<file path="src/rtl/tag_record_packer.sv">
// tag_record_packer: captures masked TDC hits into a record FIFO and streams
// each record as SYNC_BYTE followed by a little-endian payload, one byte per
// omux_sel_i handshake. Drops on a full FIFO are counted and flagged into the
// next stored record.
module tag_record_packer #(
  parameter int          CHANNEL_COUNT = 2,
  parameter int          TS_WIDTH      = 32,
  parameter int          FIFO_DEPTH    = 16,
  parameter logic [7:0]  SYNC_BYTE     = 8'hA5
) (
  input  logic                                clk_i,
  input  logic                                reset_i,
  input  logic                                enable_i,
  input  logic [CHANNEL_COUNT-1:0]            chan_mask_i,
  input  logic [CHANNEL_COUNT-1:0]            detect_i,
  input  logic [CHANNEL_COUNT-1:0]            polarity_i,
  input  logic [CHANNEL_COUNT*TS_WIDTH-1:0]   ts_i,
  output logic [7:0]                          omux_data_o,
  output logic                                omux_req_o,
  input  logic                                omux_sel_i,
  output logic [$clog2(FIFO_DEPTH+1)-1:0]     fifo_level_o,
  output logic [15:0]                         overflow_count_o,
  input  logic                                overflow_clr_i
);

  localparam int P  = 1 + 2*CHANNEL_COUNT + CHANNEL_COUNT*TS_WIDTH;
  localparam int PB = (P + 7) / 8;
  localparam int PW = PB * 8;
  localparam int RB = PB + 1;            // bytes per record incl. sync
  localparam int AW = $clog2(FIFO_DEPTH);
  localparam int LW = $clog2(FIFO_DEPTH+1);
  localparam int CW = $clog2(RB+1);

  typedef enum logic [1:0] {S_IDLE, S_LOAD, S_SEND} state_t;

  state_t              r_state, w_next;
  logic [PW-1:0]       r_mem [FIFO_DEPTH];
  logic [AW-1:0]       r_wr, r_rd;
  logic [LW-1:0]       r_count;
  logic                r_lost;
  logic [15:0]         r_ovf;
  logic [PW-1:0]       r_pay, r_shift;
  logic [CW-1:0]       r_bcnt;
  logic [7:0]          r_data;
  logic                r_req;

  logic [CHANNEL_COUNT-1:0] w_m;
  logic                     w_evt, w_full, w_push, w_drop, w_pop;
  logic [PW-1:0]            w_pay;

  assign w_m    = detect_i & chan_mask_i;
  assign w_evt  = enable_i & (|w_m);
  // Full blocks a push even if a pop happens the same cycle.
  assign w_full = (r_count == LW'(FIFO_DEPTH));
  assign w_push = w_evt & ~w_full;
  assign w_drop = w_evt & w_full;
  assign w_pop  = (r_state == S_IDLE) && (r_count != '0);

  // Assemble the payload: masked timestamps, hit mask, masked polarity, lost bit.
  always_comb begin
    w_pay = '0;
    for (int i = 0; i < CHANNEL_COUNT; i++)
      if (w_m[i]) w_pay[i*TS_WIDTH +: TS_WIDTH] = ts_i[i*TS_WIDTH +: TS_WIDTH];
    w_pay[CHANNEL_COUNT*TS_WIDTH +: CHANNEL_COUNT]               = w_m;
    w_pay[CHANNEL_COUNT*TS_WIDTH+CHANNEL_COUNT +: CHANNEL_COUNT] = polarity_i & w_m;
    w_pay[P-1] = r_lost;
  end

  // Record storage; contents are don't-care after reset, pointers are not.
  always_ff @(posedge clk_i) begin
    if (w_push) r_mem[r_wr] <= w_pay;
  end

  // FIFO pointers and occupancy.
  always_ff @(posedge clk_i) begin
    if (reset_i) begin
      r_wr    <= '0;
      r_rd    <= '0;
      r_count <= '0;
    end else begin
      if (w_push) r_wr <= r_wr + 1'b1;
      if (w_pop)  r_rd <= r_rd + 1'b1;
      case ({w_push, w_pop})
        2'b10:   r_count <= r_count + 1'b1;
        2'b01:   r_count <= r_count - 1'b1;
        default: r_count <= r_count;
      endcase
    end
  end

  // Lost flag rides on the next stored record; drop counter saturates, clear wins.
  always_ff @(posedge clk_i) begin
    if (reset_i) begin
      r_lost <= 1'b0;
      r_ovf  <= '0;
    end else begin
      if (w_drop)      r_lost <= 1'b1;
      else if (w_push) r_lost <= 1'b0;
      if (overflow_clr_i)                r_ovf <= '0;
      else if (w_drop && r_ovf != 16'hFFFF) r_ovf <= r_ovf + 16'd1;
    end
  end

  // Sender state register.
  always_ff @(posedge clk_i) begin
    if (reset_i) r_state <= S_IDLE;
    else         r_state <= w_next;
  end

  // Sender next-state: pop, latch, then one byte per handshake.
  always_comb begin
    w_next = r_state;
    case (r_state)
      S_IDLE:  if (r_count != '0) w_next = S_LOAD;
      S_LOAD:  w_next = S_SEND;
      S_SEND:  if (omux_sel_i && r_bcnt == '0) w_next = S_IDLE;
      default: w_next = S_IDLE;
    endcase
  end

  // Sender datapath: registered byte/req, payload shifted out LSB byte first.
  always_ff @(posedge clk_i) begin
    if (reset_i) begin
      r_pay   <= '0;
      r_shift <= '0;
      r_bcnt  <= '0;
      r_data  <= '0;
      r_req   <= 1'b0;
    end else begin
      case (r_state)
        S_IDLE: if (w_pop) r_pay <= r_mem[r_rd];
        S_LOAD: begin
          r_shift <= r_pay;
          r_data  <= SYNC_BYTE;
          r_req   <= 1'b1;
          r_bcnt  <= CW'(RB-1);
        end
        S_SEND: if (omux_sel_i) begin
          if (r_bcnt == '0) begin
            r_req  <= 1'b0;
            r_data <= '0;
          end else begin
            r_data  <= r_shift[7:0];
            r_shift <= r_shift >> 8;
            r_bcnt  <= r_bcnt - 1'b1;
          end
        end
        default: ;
      endcase
    end
  end

  assign omux_data_o      = r_data;
  assign omux_req_o       = r_req;
  assign fifo_level_o     = r_count;
  assign overflow_count_o = r_ovf;

endmodule

</file>
<file path="config.mk">
export PLATFORM = sky130hd
export DESIGN_NAME = tag_record_packer
export DESIGN_NICKNAME = d
export VERILOG_FILES = /design/src/rtl/tag_record_packer.sv
export SDC_FILE = /design/constraint.sdc
export NUM_CORES = 2
export LEC_CHECK = 0
export ABC_CLOCK_PERIOD_IN_PS = 6700
export BUFFER_PORTS_ARGS = -buffer_cell sky130_fd_sc_hd__buf_2
export CORE_MARGIN = 2
export CORE_UTILIZATION = 56
export DETAILED_ROUTE_END_ITERATION = 10
export PLACE_DENSITY = 0.75
export SYNTH_ARGS = -nofsm -noshare
export SYNTH_HDL_FRONTEND = slang
export SYNTH_SLANG_ARGS = --single-unit
</file>
<file path="constraint.sdc">
create_clock -name clk_i -period 6.7 [get_ports clk_i]
set_input_delay 0.335 -clock clk_i [delete_from_list [all_inputs] [get_ports clk_i]]
set_output_delay 0.335 -clock clk_i [all_outputs]
set_load 0.02 [all_outputs]
</file>
==> impl_results.md <==
- Tmin final: 3.90 ns
- Pin count of the biggest net entering global routing: 108
- Synth top area cells: edfxtp_1 (68%), mux4_2 (13%), dfxtp_1 (7.5%)
- Top Usage Layer GRT: met2
- Initial antenna violation count: 1
- RePlAce Congestion: 0.834
- CTS buffer count: ~120
- Synth top area share: 0.679
- Adder-Cell Fraction of Synth Area: 0.00282
- Filler instances: 5680
- Switch share: 0.260
- Tot GR Track Use: 0.248
- Hold Slack: 0.126 ns
- Drc violations: 0
- Hold buffer count at cts: 1
- Total congestion overflow: 0
- MaxCap Viol Count: 0
- Syn Area/Cell: a little under 20 sq um
- HP Class: in2reg
- Final setup TNS: 0 ns
- Number of enable flip-flop cells after synthesis: about 1100
- Pre-CTS WS: 2.16 ns
- Design Area, Final: 54600 sq um
- Critical path arrival: 4.25 ns
- Initial core utilization: 0.563
- Met3 Usage GRT: 0.0439
- Core Region: 86600 sq um
- Internal: ~14000 uW
- RSZ-0062 raised after global routing: no
- Fin. Hold Viols: 0
- H-tree depth: 3
- Vias per cell: approximately 6.4
- Die ar.: 89500 sq um
- Post-Synth Simple-Gate Area: 0.0341
- Crit. End Element: flop
- Comb power frac: 0.158
- Final period utilization: 0.582
- Area leader, netlist: edfxtp_1
- Grt met1 use: 0.359
- Slew Viols, Final: 0
- Routed WL: 110000 um
- Die X: 299 um
- # Post-CTS Setup Buffers: 0
- Hpwl dp: 60700 um
- Crit path required time: 7.05 ns
- Num rows: 108
- Final setup viols: 0
- Critical Path Max Stage Delay: 0.96 ns
- Clock group share of total power: 0.351
- Ys flop type: edfxtp_1
- Synth Area in Compound Gates: 0.0337
- Flops & latches, synth: between 1000 and 1500
- GR Util met2: 0.396
- Switching power: 4910 uW
- Seq/Total Area, Yosys: 0.755
- Clk root buf: clkbuf_16
- Main combinational cell family by area after synthesis: multiplexers
- Status: finished, final reports clean
- Setup Skew: 0.0204 ns
- Final WS setup: 2.80 ns
- Worst skew pair latency: 0.70 ns
- Placed inst area: ~50000 sq um
- CP Launch Type: primary input
- Clock-pin slew on the worst setup and hold paths: 0.07 ns
- Drt first-iter violations: 3040
- Global-route wire length before repair: 164000 um
- Crit-path cells: buf_2, a22oi_1, a211oi_2, nand2_1, nor2_4, buf_4
- Nets@finish: 2684
- Actual slew at the worst max-slew pin: 1.16 ns
- Fmax: roughly 0.26 GHz
- Slowest-stage cell, CP: nor2_4
- Leak: 0.0173 uW
- Net Count, Synth: 2577
- Register Area: 36800 sq um
- Post-synth top cells: edfxtp_1 (1104), mux4_2 (276), dfxtp_1 (183)
- Distinct cells, synth: between 40 and 50
- Vias in the first global route: between 20000 and 30000
- Clock buffer depth: 3
- Routed Antenna Nets: 0
- WL/cell: 28.4 um
- First drt pass iteration count: 5
- Pwr Total: roughly 19000 uW
- Cell Pwr Density: 345 nW/um^2
- DR vias: 24800
- Max Fanout on Critical Path: 35
- Crit Path Category: in2reg
- Mapped cell area: slightly below 50000 sq um
- VDD IR max: 0.000279 V
- Seq pwr share: 0.491
- Die height: 299 um
- Port Buffers: approximately 100
- Most frequent cell after synthesis: edfxtp_1
- Ys Warns: 0
- Asr flop ratio synth: 0
- CTS sink cnt: 1287
- Area Growth Syn to Fin: 12.0%
- Share of post-route cells with drive strength above 1: 0.234
- Area of the multi-input gates: 11400 sq um
- CTS resizes: 0
- IO Pins: 105
- Multiplexer area fraction after synthesis: 0.156
- Relative slew slack: 0.224
- CTS tree: done
- Cells after synthesis: between 2000 and 2500
- Post-synthesis xor/xnor area fraction: 0.00503
## power groups by stage
stage | Clock (uW) | Combinational (uW) | Sequential, uW
2_1_floorplan | 0 | 2240 | 9270
6_report | 6620 | 2990 | 9260
4_1_cts | 6700 | 3000 | 9250
3_3_place_gp | 0 | 2920 | 9400
5_1_grt | 7020 | 3200 | 9280
3_5_place_dp | 0 | 2970 | 9420
## registers in the layout, indices dropped and copies added (netlist names)
register          cells
r_lost                1
omux_req_o            1
r_shift              69
omux_data_o           8
r_rd                  4
r_wr                  4
r_mem              1104
r_pay                69
r_bcnt                4
overflow_count_o     16
r_state               2
fifo_level_o          5
## final timing paths
path	start	end	slack (ns)	cells past startpoint
max	detect_i[0]	r_mem[11][16]	2.80	6
min	overflow_clr_i	overflow_count_o[15]	0.13	3
max reg2reg	fifo_level_o[2]	r_mem[11][16]	2.85	5
min reg2reg	r_pay[67]	r_shift[67]	0.46	2
## critical path, delay by kind of cell
kind / cells / cell delay (ns)
AND/OR/NAND/NOR: 2 / 1.41
buffers and inverters: 2 / 1.16
AO/OA/AOI/OAI: 2 / 1.27
## cell usage in the layout, fill, tap and decap left out, types with 4 or more instances in the layout
master,count
o21ai_0,8
clkinvlp_4,4
dfxtp_1,180
a22oi_1,68
bufinv_16,5
nand4_1,7
inv_1,11
nor2_1,35
clkbuf_8,18
xor2_1,8
xnor2_1,20
clkbuf_1,35
nor2_4,15
nor3_2,4
nand3_1,14
clkinv_2,24
ha_1,11
nand2b_1,4
and3_1,67
buf_2,103
buf_12,13
mux2i_1,139
nand2_1,158
clkbuf_16,120
nor4_1,9
mux4_2,276
o221ai_1,69
edfxtp_1,1104
nor3_1,6
buf_4,25
a21oi_1,84
clkinv_1,8
## cell families after synthesis
group / Yosys count
compound gates: 238
xor+xnor: 28
fa+ha+maj: 11
buf+inv: 167
flops: 1287
mux: 415
simple gates: 345
## final cells by class
class | instances | area share
well taps | 1155 | 0.0265
inverters | 12 | 0.000824
diodes | 1 | 0.0000458
clock buffers | 173 | 0.0619
repair buffers | 142 | 0.0178
multi-input cells | 1037 | 0.209
clock inverters | 52 | 0.00941
flip-flops and latches | 1287 | 0.674
## stage by stage
stage	utilization	cells
floorplan	-	2491
global placement	0.586	3632
detailed placement	0.586	3632
CTS	0.631	3858
global route	0.631	3858
finish	0.631	3859
## layer usage
metal | vias up | part of all wire | routed length [um]
met5 | - | 0.00012 | 13
met2 | 1204 | 0.49 | 53500
li1 | 10400 | - | -
met1 | 13000 | 0.40 | 43900
met4 | 2 | 0.020 | 2200
met3 | 169 | 0.093 | 10200
(Power assumes the default switching activity.)
